`config.mk`:
```
export PLATFORM = sky130hd
export DESIGN_NAME = bcd_addsub_serial
export DESIGN_NICKNAME = d
export VERILOG_FILES = /design/src/rtl/bcd_pkg.sv /design/src/rtl/bcd_digit_adder.sv /design/src/rtl/bcd_addsub_serial.sv
export SDC_FILE = /design/constraint.sdc
export NUM_CORES = 1
export LEC_CHECK = 0
export ABC_AREA = 1
export ABC_CLOCK_PERIOD_IN_PS = 4500
export CORE_AREA = 2 2 110 101
export CTS_CLUSTER_DIAMETER = 100
export DETAILED_ROUTE_END_ITERATION = 16
export DIE_AREA = 0 0 112 103
export PLACE_DENSITY = 0.84
export SETUP_SLACK_MARGIN = 0.05
export SYNTH_ARGS = -nofsm -noshare
export SYNTH_HDL_FRONTEND = slang
export SYNTH_SLANG_ARGS = --single-unit
export TNS_END_PERCENT = 50
```
`constraint.sdc`:
```
create_clock -name clk -period 4.5 [get_ports clk]
set_clock_uncertainty 0.2 [all_clocks]
set_input_delay 1.35 -clock clk [delete_from_list [all_inputs] [get_ports clk]]
set_output_delay 1.35 -clock clk [all_outputs]
set_load 0.02 [all_outputs]
```
`src/rtl/bcd_pkg.sv`:
```
// Shared types and constants for the digit-serial packed-BCD arithmetic blocks.
package bcd_pkg;

  typedef logic [3:0] bcd_digit_t;

  localparam bcd_digit_t BCD_MAX  = 4'd9;
  localparam bcd_digit_t BCD_CORR = 4'd6;

  typedef enum logic [1:0] {
    IDLE,
    RUN,
    DONE
  } state_t;

  // Wraps modulo 16 for out-of-range digits, which keeps invalid input deterministic.
  function automatic bcd_digit_t nines_comp(input bcd_digit_t d);
    return BCD_MAX - d;
  endfunction

  function automatic logic digit_invalid(input bcd_digit_t d);
    return d > BCD_MAX;
  endfunction

endpackage

```
`src/rtl/bcd_digit_adder.sv`:
```
// Single-digit BCD adder: binary sum plus decimal correction when the sum exceeds nine.
module bcd_digit_adder
  import bcd_pkg::*;
(
  input  logic [3:0] a,
  input  logic [3:0] b,
  input  logic       cin,
  output logic [3:0] s,
  output logic       cout
);

  logic [4:0] sum_bin;
  logic [4:0] sum_corr;

  always_comb begin
    sum_bin  = {1'b0, a} + {1'b0, b} + {4'b0000, cin};
    sum_corr = sum_bin + {1'b0, BCD_CORR};
    s        = sum_bin[3:0];
    cout     = 1'b0;
    if (sum_bin > {1'b0, BCD_MAX}) begin
      s    = sum_corr[3:0];
      cout = 1'b1;
    end
  end

endmodule

```
`src/rtl/bcd_addsub_serial.sv`:
```
// Multi-digit packed-BCD adder/subtractor, one digit per clock, with valid/ready handshakes.
module bcd_addsub_serial
  import bcd_pkg::*;
#(
  parameter int DIGITS = 8
) (
  input  logic                clk,
  input  logic                rst,
  input  logic                in_valid,
  output logic                in_ready,
  input  logic [4*DIGITS-1:0] a,
  input  logic [4*DIGITS-1:0] b,
  input  logic                sub,
  input  logic                cin,
  output logic                out_valid,
  input  logic                out_ready,
  output logic [4*DIGITS-1:0] s,
  output logic                cout,
  output logic                err
);

  localparam int W  = 4 * DIGITS;
  localparam int CW = (DIGITS > 1) ? $clog2(DIGITS) : 1;
  localparam logic [CW-1:0] CNT_LAST = CW'(DIGITS - 1);

  state_t         state_q, state_d;
  logic [CW-1:0]  cnt_q, cnt_d;
  logic [W-1:0]   a_q, a_d;
  logic [W-1:0]   b_q, b_d;
  logic [W-1:0]   s_q, s_d;
  logic           sub_q, sub_d;
  logic           carry_q, carry_d;
  logic           cout_q, cout_d;
  logic           err_q, err_d;

  logic           in_err;
  bcd_digit_t     dig_a, dig_b, dig_r;
  logic           dig_c;
  logic [W-1:0]   s_shift;

  bcd_digit_adder u_digit_adder (
    .a    (dig_a),
    .b    (dig_b),
    .cin  (carry_q),
    .s    (dig_r),
    .cout (dig_c)
  );

  always_comb begin
    in_err = 1'b0;
    for (int unsigned i = 0; i < DIGITS; i++) begin
      in_err = in_err | digit_invalid(a[4*i +: 4]) | digit_invalid(b[4*i +: 4]);
    end
  end

  // Subtraction is A + (9's complement of B) with carry-in inverted, giving tens-complement results.
  always_comb begin
    dig_a = a_q[3:0];
    dig_b = sub_q ? nines_comp(b_q[3:0]) : b_q[3:0];
  end

  // New digit enters at the MSB end so that after DIGITS shifts digit 0 sits at bits [3:0].
  always_comb begin
    s_shift          = s_q >> 4;
    s_shift[W-1 -: 4] = dig_r;
  end

  always_comb begin
    state_d = state_q;
    cnt_d   = cnt_q;
    a_d     = a_q;
    b_d     = b_q;
    s_d     = s_q;
    sub_d   = sub_q;
    carry_d = carry_q;
    cout_d  = cout_q;
    err_d   = err_q;

    unique case (state_q)
      IDLE: begin
        if (in_valid) begin
          state_d = RUN;
          cnt_d   = '0;
          a_d     = a;
          b_d     = b;
          sub_d   = sub;
          carry_d = sub ? ~cin : cin;
          err_d   = in_err;
        end
      end

      RUN: begin
        carry_d = dig_c;
        s_d     = s_shift;
        a_d     = a_q >> 4;
        b_d     = b_q >> 4;
        if (cnt_q == CNT_LAST) begin
          state_d = DONE;
          cout_d  = sub_q ? ~dig_c : dig_c;
        end else begin
          cnt_d = cnt_q + CW'(1);
        end
      end

      DONE: begin
        if (out_ready) begin
          state_d = IDLE;
        end
      end

      default: begin
        state_d = IDLE;
      end
    endcase
  end

  always_ff @(posedge clk or posedge rst) begin
    if (rst) begin
      state_q <= IDLE;
      cnt_q   <= '0;
      a_q     <= '0;
      b_q     <= '0;
      s_q     <= '0;
      sub_q   <= 1'b0;
      carry_q <= 1'b0;
      cout_q  <= 1'b0;
      err_q   <= 1'b0;
    end else begin
      state_q <= state_d;
      cnt_q   <= cnt_d;
      a_q     <= a_d;
      b_q     <= b_d;
      s_q     <= s_d;
      sub_q   <= sub_d;
      carry_q <= carry_d;
      cout_q  <= cout_d;
      err_q   <= err_d;
    end
  end

  always_comb begin
    in_ready  = (state_q == IDLE);
    out_valid = (state_q == DONE);
    s         = s_q;
    cout      = cout_q;
    err       = err_q;
  end

endmodule
```
Yosys cells after proc, flatten, opt, wreduce, memory -nomap -nowiden. Index checks and enable logic that the tools add are counted.

Add/subtract/negate cells: 5. Order comparisons: 17. Equality and inequality tests: 7. Muxes and demuxes: 18. Bitwise operators: 17. Reduce and logical (&&, ||, !) cells: 7.

Operators by type and width (count): 32-bit case mux with 2 select lines (2); 4-bit > comparator (second input constant) (16); 32-bit 2-to-1 mux (2); 1-bit bitwise OR (15); 4-bit 2-to-1 mux (2); 2-bit 2-to-1 mux (3); 3-bit 2-to-1 mux (2); 2-bit != test (second input constant) (3); 2-bit case mux with 3 select lines (1); 3-bit case mux with 2 select lines (1); 2-bit AND reduction (3); 3-bit AND reduction (2); 4-bit by 4-bit adder with 5-bit output (1); 5-bit by 1-bit adder with 5-bit output (1); 5-bit by 4-bit > comparator with 1-bit output (second input constant) (1); 4-bit by 3-bit adder with 4-bit output (second input constant) (1); 1-bit 2-to-1 mux (4); 4-bit subtractor (first input constant) (1); 3-bit by 1-bit adder with 3-bit output (second input constant) (1); 3-bit equality test (second input constant) (1); 2-bit by 1-bit equality test with 1-bit output (second input constant) (1); 2-bit equality test (second input constant) (1); 2-bit zero test (1); 2-bit by 1-bit != test with 1-bit output (second input constant) (1); 3 further kinds (4).

Register bits: 105. Bits of input ports: 70. Output and inout port bits: 36. Logic and storage cells: 80.

Longest topological paths before layout. Gate-level depths: netlist of the first run.

Depth after elaboration: 16. Depth in mapped cells: 17. Gate-level depth less buffers: 17.

By module. From an unflattened synthesis of the first run, not the netlist that was laid out.

Cells, all modules: 614. Area, all modules: 5599.1 µm².

By module, submodules not included: bcd_addsub_serial (instances 1, cells each 567, area each 5298.8 µm², sequential area each 2627.5 µm²); bcd_digit_adder (instances 1, cells each 47, area each 300.3 µm², sequential area each 0.0 µm²).

Worst setup path before layout of the first run. OpenSTA, ideal clock, no wires.

Path kind: register -> register. Start point: reg sub_q. End point: reg cout_q, in the netlist cout. Setup time: 0.118 ns. Arrival time: 2.274 ns. Required time: 4.182 ns. Setup slack: 1.908 ns. Cell stages (with the launch flop): 14. Path buffers: 0. Clock period less this slack: 2.592 ns. Path through: dfrtp_1 -> xnor2_1 -> fa_1 -> fa_1 -> nand2_1 -> nand2_1 -> ha_1 -> nand2_1 -> a21boi_1 -> nand2_2 -> nand2_2 -> nand2_1 -> nand3b_1 -> nand2_1.

Word-level cells in the longest chain between the ends: 7.

RTL lines: start: declaration (line bcd_addsub_serial.sv:31) `logic sub_q, sub_d;`; start signal: assignment (line bcd_addsub_serial.sv:134) `sub_q <= sub_d;`; 4-bit 2-to-1 mux (line bcd_addsub_serial.sv:59) `dig_b = sub_q ? nines_comp(b_q[3:0]) : b_q[3:0];`; 4-bit by 4-bit adder with 5-bit output (line bcd_digit_adder.sv:16) `sum_bin = {1'b0, a} + {1'b0, b} + {4'b0000, cin};`; 5-bit by 1-bit adder with 5-bit output (line bcd_digit_adder.sv:16); 5-bit by 4-bit > comparator with 1-bit output (line bcd_digit_adder.sv:20) `if (sum_bin > {1'b0, BCD_MAX}) begin`; 1-bit 2-to-1 mux (line bcd_digit_adder.sv:20); 1-bit NOT (line bcd_addsub_serial.sv:99) `cout_d = sub_q ? ~dig_c : dig_c;`; 1-bit 2-to-1 mux * (line bcd_addsub_serial.sv:99); end signal: assignment (line bcd_addsub_serial.sv:136) `cout_q <= cout_d;`; end: declaration (line bcd_addsub_serial.sv:33) `logic cout_q, cout_d;`.

Mark *: on every way between the ends. The rest lies on a longest branch, timed or not. A chain may end at the register's enable or synchronous reset.

Worst setup path in the final report of the first run.
Start point: reg state_q[1]. End point: out out_valid.

Word-level cells in the longest chain between the ends: 1.

RTL lines: start: declaration (line bcd_addsub_serial.sv:26) `state_t state_q, state_d;`; start signal: assignment (line bcd_addsub_serial.sv:129) `state_q <= state_d;`; 2-bit equality test (line bcd_addsub_serial.sv:143) `out_valid = (state_q == DONE);`; end: declaration (line bcd_addsub_serial.sv:15) `output logic out_valid,`.

No other way between the ends.

==> impl_metrics.env, run 1 <==
export IMPL_die_width_um=112
export IMPL_grt_first_pass_wirelength_um=20600
export IMPL_ratio_of_cells_with_drive_above_1_in_the_final_layout_pct=12.9
export IMPL_final_cell_count_no_fill=823
export IMPL_holdCritStartpoint="s[2]$_DFFE_PP0P_"
export IMPL_timing_max_slew_rel_slack_pct=40.0
export IMPL_status="finished, final reports clean"
export IMPL_holdBufCountCts=0
export IMPL_core_mm2=0.0105
export IMPL_setup_slack_after_layout_ns=1.37
export IMPL_initial_cell_density_of_the_core_pct=50.2
export IMPL_cts_repair_timing_setup_buffer_count=0
export IMPL_timing_worst_setup_path_type="reg -> out"
export IMPL_synthFlopType="dfrtp_1"
export IMPL_synthesis_area_mm2=0.00530
export IMPL_setup_total_negative_slack_ns=0
export IMPL_total_of_fill_cells_in_the_finished_design=896
export IMPL_net_count_synth=673
export IMPL_synthesis_area_per_instance_um2=8.91
export IMPL_dr_total_vias=4346
export IMPL_number_of_setup_violations_in_the_final_report=0
export IMPL_cts_tree="done"
export IMPL_detailed_router_iteration_count_before_antenna_repair=5
export IMPL_globalplace_congestion=0.858
export IMPL_power_static_leakage_nw=3.22
export IMPL_detail_route_wl_per_cell_um=14.9
export IMPL_timing_critical_path_to_type="output pin"
export IMPL_hold_path_endpoint="s[2]$_DFFE_PP0P_"
export IMPL_regToRegEndpoint="s[31]$_DFFE_PP0P_"
export IMPL_first_global_vias=4327
export IMPL_final_period_utilization_pct=69.5
export IMPL_syn_inst=594
export IMPL_r2r_slack_ns=1.65
export IMPL_cellPowerDensity_mw_per_mm2=799
export IMPL_worst_path_max_fanout=3
export IMPL_tritoncts_num_buffers=9
export IMPL_dieArea_mm2=0.0115
export IMPL_worst_r2r_cell_count=14
export IMPL_io_buffer_count=105
export IMPL_post_dp_hpwl_um=8830
export IMPL_final_hold_viol_count=0
export IMPL_clock_sinks=105
export IMPL_postSynth_asyncResetShare_pct=100
export IMPL_gr_total_overflow=0
export IMPL_worstHoldPathType="reg -> reg"
export IMPL_io_pins=106
export IMPL_grt_setup_unrepaired="no"
export IMPL_cts_root_buffer_cell="clkbuf_16"
export IMPL_postRouteWirelength_um=12200
export IMPL_antenna_found_initial=0
export IMPL_num_rows=36
export IMPL_clock_path_buffers=2
export IMPL_finalCriticalPeriod_ns=3.13
export IMPL_synth_seq_cells=105
export IMPL_req_time_crit_path_ns=2.95
export IMPL_critPathArrivalTime_ns=1.58
export IMPL_worst_pin_slew_ns=0.900
export IMPL_finalPower_mw=5.32
export IMPL_netlist_cell_type_count=33
export IMPL_yosys_warnings=0
export IMPL_maximum_level_of_the_cts_h_tree=3
export IMPL_worst_hold_path_num_cells=2
export IMPL_dpl_cell_count=807
export IMPL_seq_area_frac_synth_pct=49.6
export IMPL_timing_hold_ws_ns=0.283
export IMPL_clkSlewWorstSetupHoldPaths_ns=0.07
export IMPL_postCtsResizedCells=0
export IMPL_max_cap_violations=0
export IMPL_final_nets=764
export IMPL_grtUsageTotal_pct=22.5
export IMPL_first_iter_violations=339
export IMPL_r2r_start="sub_q$_DFFE_PP0P_"
export IMPL_synth_edff_count=0
export IMPL_fmaxAchievable_mhz=320
export IMPL_detail_route_drc_violations=0
export IMPL_die_h_um=103
export IMPL_worstSkewPairLatency_ns=0.35
export IMPL_vias_per_cell=5.28
export IMPL_grt_max_degree=85
export IMPL_antenna_cells_inserted=0
export IMPL_pre_cts_slack_ns=1.09
export IMPL_timing_critical_path_from_type="flip-flop"
export IMPL_slew_viol_final=0
export IMPL_power_ir_vdd_worst_v=0.000406
export IMPL_area_growth_syn_to_layout_pct=25.7
export IMPL_ant_nets=0
==> synthesized netlist by cell type (2+ instances only) <==
cell / count / area share (%)
xor2_1: 2 / 0.33
inv_2: 3 / 0.21
buf_8: 3 / 0.85
nand3_1: 12 / 1.1
o211ai_2: 29 / 6.9
nand2_2: 2 / 0.24
nand2_1: 185 / 13
o21ai_1: 11 / 1.0
a21oi_1: 4 / 0.38
nor3_1: 2 / 0.19
o22ai_1: 6 / 0.71
fa_1: 2 / 0.76
clkbuf_1: 6 / 0.43
inv_1: 79 / 5.6
nor2_1: 8 / 0.57
dfrtp_1: 105 / 50
buf_2: 19 / 1.8
ha_1: 7 / 1.7
o21a_1: 2 / 0.28
o31ai_1: 2 / 0.28
o211ai_1: 24 / 3.4
o21ai_0: 39 / 3.7
nand2_4: 2 / 0.43
o21ai_2: 29 / 4.8
nand3b_1: 2 / 0.28
buf_4: 2 / 0.28
==> routing by layer <==
layer	GRT usage, %	wire, um	part of all wire, %	vias to the layer above
met2	38.4	5840	48	132
met4	7.41	180	1.5	0
met5	0	0	0	-
li1	-	-	-	2110
met1	28.5	5450	44	2088
met3	5.88	782	6.4	16
==> how the worst max path moves through the flow <==
stage / start / endpoint / depth (start not counted)
finish: state_q[1]$_DFFE_PP0P_ / out_valid / 3
global route: state_q[0]$_DFFE_PP0P_ / in_ready / 2
CTS: state_q[0]$_DFFE_PP0P_ / in_ready / 2
detailed placement: in_valid / a_q[13]$_DFFE_PP0P_ / 6
global placement: in_valid / b_q[8]$_DFFE_PP0P_ / 6
floorplan: rst / a_q[0]$_DFFE_PP0P_ / 1
==> worst max-delay path, cell delays in order, from the launching register on <==
cell and delay (ns):
dfrtp_1 0.44, inv_1 0.08, nor2_1 0.10, clkdlybuf4s50_1 0.62
==> cell families (layout without fill, tap and decap cells) <==
family          Yosys count  after routing  share of synthesized area, %
buf+inv                 113            209                          9.38
fa+ha+maj                 9              9                          2.41
xor+xnor                  3              3                         0.496
compound gates          148            148                          21.7
simple gates            216            216                          16.4
flops                   105            105                          49.6
==> power breakdown <==
part | internal, mW | leakage (nW) | switching (mW)
logic | 1.17 | 1.80 | 1.82
registers | 1.40 | 1.29 | 0.215
clock network | 0.376 | 0.121 | 0.349
==> through the flow <==
step | util [%] | cell area (um2)
finish | 63.2 | 6660
global route | 63.2 | 6660
CTS | 63.2 | 6660
detailed placement | 60.6 | 6380
global placement | 60.6 | 6380
floorplan | - | 5300
==> placed cells by master (no fill, tap or decap), types with 2 or more instances in the layout <==
master,Yosys,routed
xor2_1,2,2
buf_4,2,5
dfrtp_1,105,105
o21ai_2,29,29
o211ai_1,24,24
inv_1,79,78
nor2_1,8,8
o211ai_2,29,29
clkbuf_16,0,9
nand3_1,12,12
o31ai_1,2,2
a21oi_1,4,4
nand2_4,2,2
clkinvlp_4,0,4
nor3_1,2,2
o21a_1,2,2
nand2_2,2,2
inv_2,3,3
clkdlybuf4s50_1,0,105
nand2_1,185,185
nand3b_1,2,2
ha_1,7,7
o21ai_0,39,39
o21ai_1,11,11
o22ai_1,6,6
fa_1,2,2
==> state kept, by name (all words and copies together) (netlist names) <==
register	count
a_q	32
b_q	32
carry_q	1
cnt_q	3
cout	1
err	1
s	32
state_q	2
sub_q	1
==> area by class of cell <==
type	count	area, um2	share of cell area [%]
sequential	105	2630	39.5
multi-input combinational	376	2170	32.6
timing repair buffer	111	1110	16.7
inverter	82	310	4.66
clock buffer	10	229	3.44
tap	133	166	2.50
clock inverter	6	43.8	0.658
Power figures use the tool's default switching activity.
==> inputs of run 2 (changes only) <==
- ABC_CLOCK_PERIOD_IN_PS: 4500 -> 3060
- clock period: 4.5 -> 3.06 ns (I/O delays scaled with it)
==> impl_metrics.env, run 2 (same netlist as run 1, synthesis figures left out) <==
export IMPL_detailed_router_iteration_count_before_antenna_repair=5
export IMPL_first_iter_violations=265
export IMPL_num_rows=36
export IMPL_cts_tree="done"
export IMPL_cts_root_buffer_cell="clkbuf_16"
export IMPL_detail_route_drc_violations=0
export IMPL_worst_pin_slew_ns=0.654
export IMPL_ant_nets=0
export IMPL_worstHoldPathType="reg -> reg"
export IMPL_final_nets=765
export IMPL_timing_hold_ws_ns=0.270
export IMPL_regToRegEndpoint="s[30]$_DFFE_PP0P_"
export IMPL_max_cap_violations=0
export IMPL_core_mm2=0.0105
export IMPL_slew_viol_final=0
export IMPL_crit_top_cell="nand2_1"
export IMPL_antenna_cells_inserted=0
export IMPL_io_buffer_count=105
export IMPL_detail_route_wl_per_cell_um=14.4
export IMPL_timing_critical_path_slowest_cell_delay_ns=0.44
export IMPL_die_h_um=103
export IMPL_worst_path_max_fanout=6
export IMPL_total_of_fill_cells_in_the_finished_design=884
export IMPL_power_ir_vdd_worst_v=0.000687
export IMPL_maximum_level_of_the_cts_h_tree=3
export IMPL_cellPowerDensity_mw_per_mm2=1180
export IMPL_post_dp_hpwl_um=8440
export IMPL_hold_path_endpoint="s[1]$_DFFE_PP0P_"
export IMPL_ratio_of_cells_with_drive_above_1_in_the_final_layout_pct=13.0
export IMPL_io_pins=106
export IMPL_dieArea_mm2=0.0115
export IMPL_grt_max_degree=148
export IMPL_worstSkewPairLatency_ns=0.34
export IMPL_power_static_leakage_nw=3.25
export IMPL_timing_critical_path_to_type="flip-flop"
export IMPL_area_growth_syn_to_layout_pct=27.1
export IMPL_crit_path_top_delay_cell="dfrtp_2"
export IMPL_grt_setup_unrepaired="no"
export IMPL_finalCriticalPeriod_ns=2.84
export IMPL_timing_max_slew_rel_slack_pct=56.4
export IMPL_r2r_slack_ns=0.22
export IMPL_timing_critical_path_from_type="flip-flop"
export IMPL_setup_slack_after_layout_ns=0.224
export IMPL_layout_common_cells="nand2_1 (185), clkdlybuf4s50_1 (105), dfrtp_1 (104), inv_1 (78), o21ai_0 (39)"
export IMPL_tritoncts_num_buffers=9
export IMPL_initial_cell_density_of_the_core_pct=50.2
export IMPL_clock_sinks=105
export IMPL_die_width_um=112
export IMPL_critPathBufInv=0
export IMPL_grtUsageTotal_pct=21.9
export IMPL_r2r_start="sub_q$_DFFE_PP0P_"
export IMPL_dpl_cell_count=806
export IMPL_worst_r2r_cell_count=13
export IMPL_timing_worst_setup_path_type="reg -> reg"
export IMPL_dr_total_vias=4343
export IMPL_pre_cts_slack_ns=0.220
export IMPL_grt_first_pass_wirelength_um=20000
export IMPL_final_period_utilization_pct=92.7
export IMPL_gr_total_overflow=0
export IMPL_fmaxAchievable_mhz=353
export IMPL_antenna_found_initial=0
export IMPL_number_of_setup_violations_in_the_final_report=0
export IMPL_critPathArrivalTime_ns=2.87
export IMPL_status="finished, final reports clean"
export IMPL_vias_per_cell=5.27
export IMPL_clock_path_buffers=2
export IMPL_setup_total_negative_slack_ns=0
export IMPL_globalplace_congestion=0.836
export IMPL_final_hold_viol_count=0
export IMPL_first_global_vias=4255
export IMPL_worst_path_dominant_cell_family="adder cells"
export IMPL_final_common_cell="nand2_1"
export IMPL_multi_input_comb_area_mm2=0.00217
export IMPL_clkSlewWorstSetupHoldPaths_ns=0.07
export IMPL_holdCritStartpoint="s[1]$_DFFE_PP0P_"
export IMPL_req_time_crit_path_ns=3.09
export IMPL_sequential_cell_area_mm2=0.00263
export IMPL_worst_hold_path_num_cells=2
export IMPL_final_cell_count_no_fill=824
export IMPL_path_cells="xnor2_1 -> fa_1 -> fa_1 -> nand2_1 -> nand2_1 -> ha_1 -> nand2_1 -> a21boi_1 -> nand2_2 -> nand2_2 -> nand2_1 -> nand3_1 -> nand2_1"
export IMPL_postRouteWirelength_um=11900
==> run 2: changes by cell type in the layout (fill, tap and decap cells not counted), sizes merged <==
cell | before | now
buf | 6 | 7
bufinv | 0 | 1
clkbuf | 10 | 12
clkinv | 1 | 0
inv | 83 | 81
==> run 2: layout make-up <==
cell class	count	area share, %
sequential	105	39.1
timing repair buffer	112	17.1
clock buffer	12	3.66
multi-input combinational	376	32.3
clock inverter	4	0.781
inverter	82	4.63
tap	133	2.47
==> run 2: worst max path at each step <==
| stage | start | endpoint | depth (start not counted) |
|---|---|---|---|
| finish | sub_q$_DFFE_PP0P_ | s[30]$_DFFE_PP0P_ | 13 |
| global route | sub_q$_DFFE_PP0P_ | s[29]$_DFFE_PP0P_ | 13 |
| CTS | sub_q$_DFFE_PP0P_ | s[30]$_DFFE_PP0P_ | 13 |
| detailed placement | sub_q$_DFFE_PP0P_ | cout$_DFFE_PP0P_ | 13 |
| global placement | sub_q$_DFFE_PP0P_ | cout$_DFFE_PP0P_ | 13 |
| floorplan | sub_q$_DFFE_PP0P_ | cout$_DFFE_PP0P_ | 13 |
==> run 2: repair_timing <==
item                       in CTS  in global routing
hold buffers                    0                  0
resized for setup               0                  1
setup endpoints to repair       0                  4
setup buffers                   0                  2
==> run 2: tightest hold or removal path, delay by kind of cell, from the launching register on <==
family	cells	cell delay (ns)
AND/OR/NAND/NOR	2	0.10
flip-flops	1	0.34
==> run 2: power breakdown <==
group / switching, mW / internal, mW
sequential: 0.302 / 2.06
clock: 0.496 / 0.657
combinational: 2.68 / 1.76
total: 3.48 / 4.47
==> run 2: per-layer routing <==
layer,global-route usage [%],vias to the layer above,share of wire (%)
met2,35.5,131,47
met1,29.6,2082,45
met3,4.59,22,5.4
met4,8.16,0,2.2
met5,0,-,0
li1,-,2108,-
==> run 2: stage by stage <==
step / total power, mW / util (%) / instance area [um2]
floorplan: 5.68 / - / 5300
global placement: 6.56 / 60.9 / 6410
detailed placement: 6.79 / 60.9 / 6410
CTS: 7.97 / 63.7 / 6710
global route: 8.68 / 63.9 / 6730
finish: 7.95 / 63.9 / 6730
